$ cat src/rtl/gmii_axis_rx.sv
// GMII/MII frame receiver: strips preamble/SFD, checks and strips the FCS,
// and emits payload bytes as single-cycle AXI4-Stream beats (no backpressure).
// Bad frames are flagged on tuser with tlast and on the two error pulses.
module gmii_axis_rx #(
    parameter int MIN_FRAME_LENGTH = 64
) (
    input  logic       clk,
    input  logic       rst,
    input  logic [7:0] gmii_rxd,
    input  logic       gmii_rx_dv,
    input  logic       gmii_rx_er,
    input  logic       clk_enable,
    input  logic       mii_select,
    output logic [7:0] output_axis_tdata,
    output logic       output_axis_tvalid,
    output logic       output_axis_tlast,
    output logic       output_axis_tuser,
    output logic       error_bad_frame,
    output logic       error_bad_fcs
);

    typedef enum logic {
        ST_IDLE,
        ST_PAYLOAD
    } state_t;

    localparam logic [31:0] CRC_RESIDUE = 32'hDEBB20E3;
    localparam logic [15:0] MIN_LEN     = 16'(MIN_FRAME_LENGTH);

    // Reflected CRC-32 (poly 04C11DB7), one data byte, LSB first.
    function automatic logic [31:0] crc_next(input logic [31:0] crc, input logic [7:0] data);
        logic [31:0] c;
        c = crc;
        for (int unsigned i = 0; i < 8; i++) begin
            if (c[0] ^ data[i]) c = (c >> 1) ^ 32'hEDB88320;
            else                c = c >> 1;
        end
        return c;
    endfunction

    state_t      state_q, state_d;
    logic [31:0] crc_q, crc_d;
    logic [7:0]  dly_q [5];
    logic [7:0]  dly_d [5];
    logic [2:0]  fill_q, fill_d;
    logic [15:0] ptr_q, ptr_d;
    logic        bad_q, bad_d;
    logic        phase_q, phase_d;     // MII: 1 while waiting for the high nibble
    logic [3:0]  nib_lo_q, nib_lo_d;
    logic        lo_dv_q, lo_dv_d;     // MII: dv seen with the low nibble
    logic        prev5_q, prev5_d;     // MII: previous idle nibble was 5 with dv
    logic [7:0]  tdata_q, tdata_d;
    logic        tvalid_q, tvalid_d;
    logic        tlast_q, tlast_d;
    logic        tuser_q, tuser_d;
    logic        ebf_q, ebf_d;
    logic        efcs_q, efcs_d;

    logic [7:0]  rx_byte;
    logic        byte_cycle;
    logic        sfd_det;
    logic        fcs_bad;
    logic        frame_bad;

    // Byte assembly and SFD detection for both GMII and MII modes.
    always_comb begin
        rx_byte    = mii_select ? {gmii_rxd[3:0], nib_lo_q} : gmii_rxd;
        byte_cycle = clk_enable & (~mii_select | phase_q);
        sfd_det    = clk_enable & gmii_rx_dv &
                     (mii_select ? (gmii_rxd[3:0] == 4'hD && prev5_q) : (gmii_rxd == 8'hD5));
        fcs_bad    = (crc_q != CRC_RESIDUE);
        frame_bad  = bad_q | (ptr_q < MIN_LEN) | (mii_select & lo_dv_q);
    end

    // Next-state and output logic; the whole frame state advances only on
    // byte-cycles, so in MII mode end-of-frame is seen on the second nibble.
    always_comb begin
        state_d  = state_q;
        crc_d    = crc_q;
        dly_d    = dly_q;
        fill_d   = fill_q;
        ptr_d    = ptr_q;
        bad_d    = bad_q;
        phase_d  = phase_q;
        nib_lo_d = nib_lo_q;
        lo_dv_d  = lo_dv_q;
        prev5_d  = prev5_q;
        tdata_d  = tdata_q;
        tvalid_d = 1'b0;
        tlast_d  = 1'b0;
        tuser_d  = 1'b0;
        ebf_d    = 1'b0;
        efcs_d   = 1'b0;

        case (state_q)
            ST_IDLE: begin
                if (clk_enable) begin
                    prev5_d = gmii_rx_dv && (gmii_rxd[3:0] == 4'h5);
                end
                if (sfd_det) begin
                    state_d = ST_PAYLOAD;
                    crc_d   = '1;
                    fill_d  = '0;
                    ptr_d   = '0;
                    bad_d   = 1'b0;
                    phase_d = 1'b0;
                    lo_dv_d = 1'b0;
                end
            end

            ST_PAYLOAD: begin
                if (clk_enable && gmii_rx_dv && gmii_rx_er) begin
                    bad_d = 1'b1;
                end
                if (clk_enable && mii_select) begin
                    phase_d = ~phase_q;
                    if (!phase_q) begin
                        nib_lo_d = gmii_rxd[3:0];
                        lo_dv_d  = gmii_rx_dv;
                    end
                end
                if (byte_cycle) begin
                    if (gmii_rx_dv) begin
                        dly_d[0] = rx_byte;
                        for (int unsigned i = 1; i < 5; i++) begin
                            dly_d[i] = dly_q[i-1];
                        end
                        crc_d = crc_next(crc_q, rx_byte);
                        if (ptr_q != 16'hFFFF) ptr_d = ptr_q + 16'd1;
                        if (fill_q == 3'd5) begin
                            tdata_d  = dly_q[4];
                            tvalid_d = 1'b1;
                        end else begin
                            fill_d = fill_q + 3'd1;
                        end
                    end else begin
                        if (fill_q == 3'd5) begin
                            tdata_d  = dly_q[4];
                            tvalid_d = 1'b1;
                            tlast_d  = 1'b1;
                            tuser_d  = fcs_bad | frame_bad;
                            efcs_d   = fcs_bad;
                            ebf_d    = frame_bad;
                        end else begin
                            ebf_d = 1'b1;
                        end
                        state_d = ST_IDLE;
                        prev5_d = 1'b0;
                        phase_d = 1'b0;
                        lo_dv_d = 1'b0;
                    end
                end
            end

            default: state_d = ST_IDLE;
        endcase
    end

    // State and output registers with synchronous reset.
    always_ff @(posedge clk) begin
        if (rst) begin
            state_q  <= ST_IDLE;
            crc_q    <= '1;
            dly_q    <= '{default: '0};
            fill_q   <= '0;
            ptr_q    <= '0;
            bad_q    <= 1'b0;
            phase_q  <= 1'b0;
            nib_lo_q <= '0;
            lo_dv_q  <= 1'b0;
            prev5_q  <= 1'b0;
            tdata_q  <= '0;
            tvalid_q <= 1'b0;
            tlast_q  <= 1'b0;
            tuser_q  <= 1'b0;
            ebf_q    <= 1'b0;
            efcs_q   <= 1'b0;
        end else begin
            state_q  <= state_d;
            crc_q    <= crc_d;
            dly_q    <= dly_d;
            fill_q   <= fill_d;
            ptr_q    <= ptr_d;
            bad_q    <= bad_d;
            phase_q  <= phase_d;
            nib_lo_q <= nib_lo_d;
            lo_dv_q  <= lo_dv_d;
            prev5_q  <= prev5_d;
            tdata_q  <= tdata_d;
            tvalid_q <= tvalid_d;
            tlast_q  <= tlast_d;
            tuser_q  <= tuser_d;
            ebf_q    <= ebf_d;
            efcs_q   <= efcs_d;
        end
    end

    assign output_axis_tdata  = tdata_q;
    assign output_axis_tvalid = tvalid_q;
    assign output_axis_tlast  = tlast_q;
    assign output_axis_tuser  = tuser_q;
    assign error_bad_frame    = ebf_q;
    assign error_bad_fcs      = efcs_q;

endmodule

$ cat config.mk
export PLATFORM = sky130hd
export DESIGN_NAME = gmii_axis_rx
export DESIGN_NICKNAME = d
export VERILOG_FILES = /design/src/rtl/gmii_axis_rx.sv
export SDC_FILE = /design/constraint.sdc
export NUM_CORES = 1
export LEC_CHECK = 0
export ABC_AREA = 1
export BUFFER_PORTS_ARGS = -buffer_cell sky130_fd_sc_hd__buf_2
export CELL_PAD_IN_SITES_DETAIL_PLACEMENT = 1
export CELL_PAD_IN_SITES_GLOBAL_PLACEMENT = 1
export CORE_UTILIZATION = 44
export CTS_CLUSTER_DIAMETER = 200
export CTS_CLUSTER_SIZE = 16
export DETAILED_ROUTE_END_ITERATION = 8
export PLACE_DENSITY = 0.88
export SLEW_MARGIN = 20
export SYNTH_ARGS = -nofsm -noshare
export SYNTH_HDL_FRONTEND = slang
export SYNTH_SLANG_ARGS = --single-unit
$ cat constraint.sdc
create_clock -name clk -period 1.9 [get_ports clk]
set_input_delay 0.285 -clock clk [delete_from_list [all_inputs] [get_ports clk]]
set_output_delay 0.285 -clock clk [all_outputs]
set_load 0.03 [all_outputs]
=== Yosys cells after proc, flatten, opt, wreduce, memory -nomap -nowiden ===
Cells that the tools add are included.

* Equality and inequality tests: 14
* Add/sub/neg operators: 2
* Reductions and logical operators: 16
* Bitwise operators: 29
* Magnitude comparators: 1
* Multiplexer cells: 67

{| class="wikitable"
|+ Operator list
! operator !! count
|-
| 32-bit 2-to-1 mux || 32
|-
| 13-bit NOT with 14-bit output || 8
|-
| 16-bit 2-to-1 mux || 4
|-
| 32-bit case mux with 2 select lines || 1
|-
| 32-bit inequality test, second input constant || 1
|-
| 16-bit case mux with 2 select lines || 1
|-
| 1-bit 2-to-1 mux || 18
|-
| 16-bit by 1-bit adder with 16-bit output, second input constant || 1
|-
| 16-bit by 7-bit < comparator with 1-bit output, second input constant || 1
|-
| 16-bit inequality test, second input constant || 1
|-
| 3-bit AND reduction || 5
|-
| 3-bit 2-to-1 mux || 4
|-
| 2-bit inequality test, second input constant || 5
|-
| 1-bit case mux with 2 select lines || 5
|-
| 8-bit == test, second input constant || 1
|-
| 8-bit 2-to-1 mux || 1
|-
| 4-bit AND reduction || 2
|-
| 1-bit XOR || 8
|-
| 2-bit by 1-bit inequality test with 1-bit output, second input constant || 3
|-
| 3-bit case mux with 2 select lines || 1
|-
| 1-bit logical AND || 5
|-
| 1-bit NOT || 5
|-
| 5-bit OR reduction || 1
|-
| 1-bit AND || 4
|-
| other kinds (8) || 11
|}

* Word-level logic and storage cells: 149
* Register bits after elaboration: 113
* Bits of input ports: 14

=== Depth between registers and ports, before layout ===
* Word-level depth: 41
* Depth in mapped cells: 17
* Depth with buffers taken out: 15

=== Least setup slack after synthesis ===
No wires, ideal clock.

* Path kind: reg2reg
* Start point: register ptr_q[0]
* End point: register ptr_q[9]
* Cell stages (with the launch flop): 10
* Data arrival time: 1.551 ns
* Required time: 1.768 ns
* Library setup time: 0.132 ns
* Setup slack: 0.217 ns
* Path through: dfxtp_1 > ha_1 > and3_1 > nand2_1 > nor2_1 > o21ai_2 > nand2_2 > buf_4 > nand2_1 > a21oi_1

* Longest elaborated chain between the ends: 5
* Elaborated cells between the ends (all ways): 8
* Classes of those cells: 1 x add/sub; 2 x eq/ne; 4 x mux; 1 x reduce/logical

{| class="wikitable"
|+ RTL lines
! what !! RTL line !! source
|-
| from (decl) || 46 || <nowiki>logic [15:0] ptr_q, ptr_d;</nowiki>
|-
| from (signal assigned) || 183 || <nowiki>ptr_q <= ptr_d;</nowiki>
|-
| 16-bit by 1-bit adder with 16-bit output || 129 || <nowiki>if (ptr_q != 16'hFFFF) ptr_d = ptr_q + 16'd1;</nowiki>
|-
| 16-bit 2-to-1 mux || 129 ||
|-
| 16-bit 2-to-1 mux || 123 || <nowiki>if (gmii_rx_dv) begin</nowiki>
|-
| 16-bit 2-to-1 mux || 122 || <nowiki>if (byte_cycle) begin</nowiki>
|-
| 16-bit case mux with 2 select lines || 95 || <nowiki>case (state_q)</nowiki>
|}

Several ways; a longest one is shown, not always the timed one. The select of a mux whose other input is x is not followed.
A chain may end at the register's enable or synchronous reset.

=== Worst setup path in the final report ===
* Start point: register ptr_q[0]
* End point: register ptr_q[0]

The elaborated chain is that of the path after synthesis.

==> impl_metrics.csv <==
group,metric,value,unit
outcome,outcome,"finished, final reports clean",
cts,cts_tree,"built",
cts,clk_pin_slew_worst_paths,0.06,ns
layout,final_cell_count_no_fill,1163,
die,die_h,119,µm
global_routing,grt_pass1_vias,6588,
global_routing,grt_overflow,0,
die,core-area,13300,µm²
pwr,swShare,28.6,%
yosys,seq_area_frac_synth,37.4,%
sta,tightest_slew,0.590,ns
drt,wl,20700,µm
critical_path,worstSetupStartpointType,"register",
placed_design,dp_hpwl,13400,µm
sta,fmax,554,MHz
sta,relSlewSlack,60.3,%
hold_path,min_path_cells,3,
yosys,postSynthCellCount,922,
critical_path,worstSetupEndpointType,"register",
sta,period_share,95.1,%
pwr,p_int,4.73,mW
hold_path,hold_path_startpoint,"gmii_rx_er",
critical_path,path_cells,"ha_1, and3_1, nand2_1, nor2_1, o21ai_2, buf_4, nand3_1, a21oi_1",
critical_path,cpMaxStageDelayCell,"dfxtp_1",
drt,first_iter_violations,381,
sta,fin_setup_tns,0,ns
sta,skew,0.00676,ns
pwr,p_per_area,917,nW/µm²
sta,drv_slew,0,
yosys,avgSynthCellArea,6.56,µm²
yosys,synth_edf_count,0,
placed_design,gp_congestion,0.928,
critical_path,critPathTopFamily,"simple AND/OR/NAND/NOR gates",
critical_path,r2r_cells,8,
yosys,yosys_register_bits,113,
cts,clk_latency,0.43,ns
run,drv_cap,0,
sta,worst_slack,0.0935,ns
global_routing,grt_pass1_wl,33600,µm
drt,ant_nets,0,
cts,htreeDepth,4,
pwr,leakage,3.46,nW
pwr,seqPwrFrac,37.0,%
critical_path,path_depth,8,
die,rows,42,
drt,vias,6461,
yosys,synth.distinct_cells,38,
yosys,synth.most_common_cell,"nand2_1",
critical_path,critPathMaxStageDelay,0.31,ns
drt,drc,0,
pwr,irDropWorstVdd,731,µV
yosys,async_reset_ff_share,0,%
layout,drive_gt1_share,15.9,%
die,ios,27,
yosys,synth_area,6050,µm²
cts,cts_setup_buffers,0,
cts,cts_buffers,17,
placed_design,port_buffers,26,
layout,multi_input_area,3320,µm²
pwr,comb_power_share,13.6,%
die,die-area,14200,µm²
pwr,p_clk_share,49.4,%
placed_design,place_worst_setup_slack,-0.143,ns
critical_path,crit_fanout,16,
layout,fillers,1761,
layout,fin_nets,992,
layout,register_area,2260,µm²
yosys,syn_nets,939,
sta,whs,0.158,ns
drt,routedWlPerCell,17.8,µm
hold_path,hp-class,"input pin to register",
global_routing,antenna_found_initial,0,
cts,hold_buffers,0,
die,initial_utilization,45.3,%
yosys,synth_top_area_cell,"dfxtp_1",
pwr,switchingPower,1.90,mW
yosys,netlist.area_leader.share,37.4,%
critical_path,r2r-start,"ptr_q[0]$_SDFFE_PP0P_",
drt,avgViaCountPerCell,5.56,
layout,area.growth.synth_to_final,19.5,%
critical_path,required,2.25,ns
yosys,synthTopCellsByCount,"240 x nand2_1, 132 x nor2_1, 113 x dfxtp_1",
sta,period_needed,1.81,ns
layout,post-route-util,54.2,%
yosys,yosysWarnings,0,
layout,insertedDiodeCount,0,
sta,setup_violations,0,
critical_path,critPathBufInv,1,
critical_path,cp-startpoint,"ptr_q[0]$_SDFFE_PP0P_",
drt,dr.pass1.iters,5,
cts,cts_root_buf,"clkbuf_16",
yosys,synth_flop_cell,"dfxtp_1",
placed_design,dp_cells,1132,
yosys,synth_area_leaders,"dfxtp_1 37%, nand2_1 15%, nor2_1 8.2%",
die,chipWidth,119,µm
cts,clk_path_buf_depth,2,
global_routing,grt_start_max_net_pins,49,
cts,clkSinkCount,113,
global_routing,grt.total_usage,30.2,%
critical_path,cp.arrival,2.16,ns
sta,hold_viol,0,
critical_path,worstSetupPathType,"register to register",
[final timing paths]
path,to,slack (ns)
worst min-delay path,bad_q$_SDFFE_PP0P_,0.16
worst max-delay path,ptr_q[0]$_SDFFE_PP0P_,0.09
worst min register to register,dly_q[32]$_SDFFE_PP0P_,0.47
worst max register to register,ptr_q[0]$_SDFFE_PP0P_,0.09
[state kept, by name (all words and copies together) (netlist names)]
name / count
error_bad_fcs: 1
ptr_q: 16
lo_dv_q: 1
error_bad_frame: 1
output_axis_tlast: 1
output_axis_tuser: 1
prev5_q: 1
output_axis_tdata: 8
phase_q: 1
fill_q: 3
state_q: 1
nib_lo_q: 4
dly_q: 40
bad_q: 1
output_axis_tvalid: 1
crc_q: 32
[logic make-up (layout without fill, tap and decap cells)]
| logic type | after synthesis | after routing | share of synthesized area, % |
|---|---|---|---|
| AO/OA/AOI/OAI | 143 | 143 | 12.5 |
| adder cells (fa/ha/maj) | 3 | 3 | 0.621 |
| flip-flops | 113 | 113 | 37.4 |
| buffers and inverters | 120 | 185 | 8.11 |
| XOR/XNOR | 32 | 32 | 4.76 |
| AND/OR/NAND/NOR | 511 | 511 | 36.6 |
[power by group through the flow]
stage / clock network (mW) / logic [mW] / registers [mW]
2_1_floorplan: 0 / 0.585 / 2.49
3_3_place_gp: 0 / 0.827 / 2.50
3_5_place_dp: 0 / 0.854 / 2.50
4_1_cts: 3.30 / 0.887 / 2.45
5_1_grt: 3.41 / 0.993 / 2.46
6_report: 3.28 / 0.903 / 2.45
[area by class of cell]
type / count / share of cell area, %
tap: 176 / 3.05
clock buffer: 20 / 6.46
clock inverter: 11 / 1.80
sequential: 113 / 31.3
multi-input combinational: 689 / 46.0
timing repair buffer: 69 / 6.96
inverter: 85 / 4.45
[worst reg2reg max path, cell delays in order (launching register included)]
cell,delay [ns]
dfxtp_1,0.31
ha_1,0.22
and3_1,0.22
nand2_1,0.13
nor2_1,0.08
o21ai_2,0.22
buf_4,0.27
nand3_1,0.12
a21oi_1,0.16
[cell usage in the layout, fill, tap and decap left out, types with 3 or more instances in the layout]
cell type   count
nand2_1       238
nor2_1        132
dfxtp_1       113
inv_1          77
o21ai_0        77
nand3_1        74
a21oi_1        40
buf_4          39
xor2_1         29
nand2_2        28
buf_2          26
clkbuf_16      17
nand4_1        11
o21ai_1        10
nand2_4         8
o211ai_1        8
inv_2           7
nor3_1          5
nor4_1          4
clkinvlp_4      4
buf_12          4
nor2_2          3
ha_1            3
clkbuf_8        3
[repair_timing]
action / in CTS / in global routing
setup endpoints to repair: 2 / 22
resized for setup: 1 / 7
pin swaps: 0 / 0
[routing by layer]
layer,vias to the layer above,global-route usage [%],routed length (µm)
met5,-,0,0
met4,0,13.3,575
met3,52,6.32,1050
met2,195,51.2,10000
met1,3155,36.7,9050
li1,3059,-,-
[metrics by stage]
stage | area [µm²] | total power [mW]
2_1_floorplan | 6050 | 3.07
3_3_place_gp | 6600 | 3.33
3_5_place_dp | 6600 | 3.35
4_1_cts | 7200 | 6.63
5_1_grt | 7230 | 6.86
6_report | 7230 | 6.63
No activity file was read; power rests on OpenSTA's default activity.
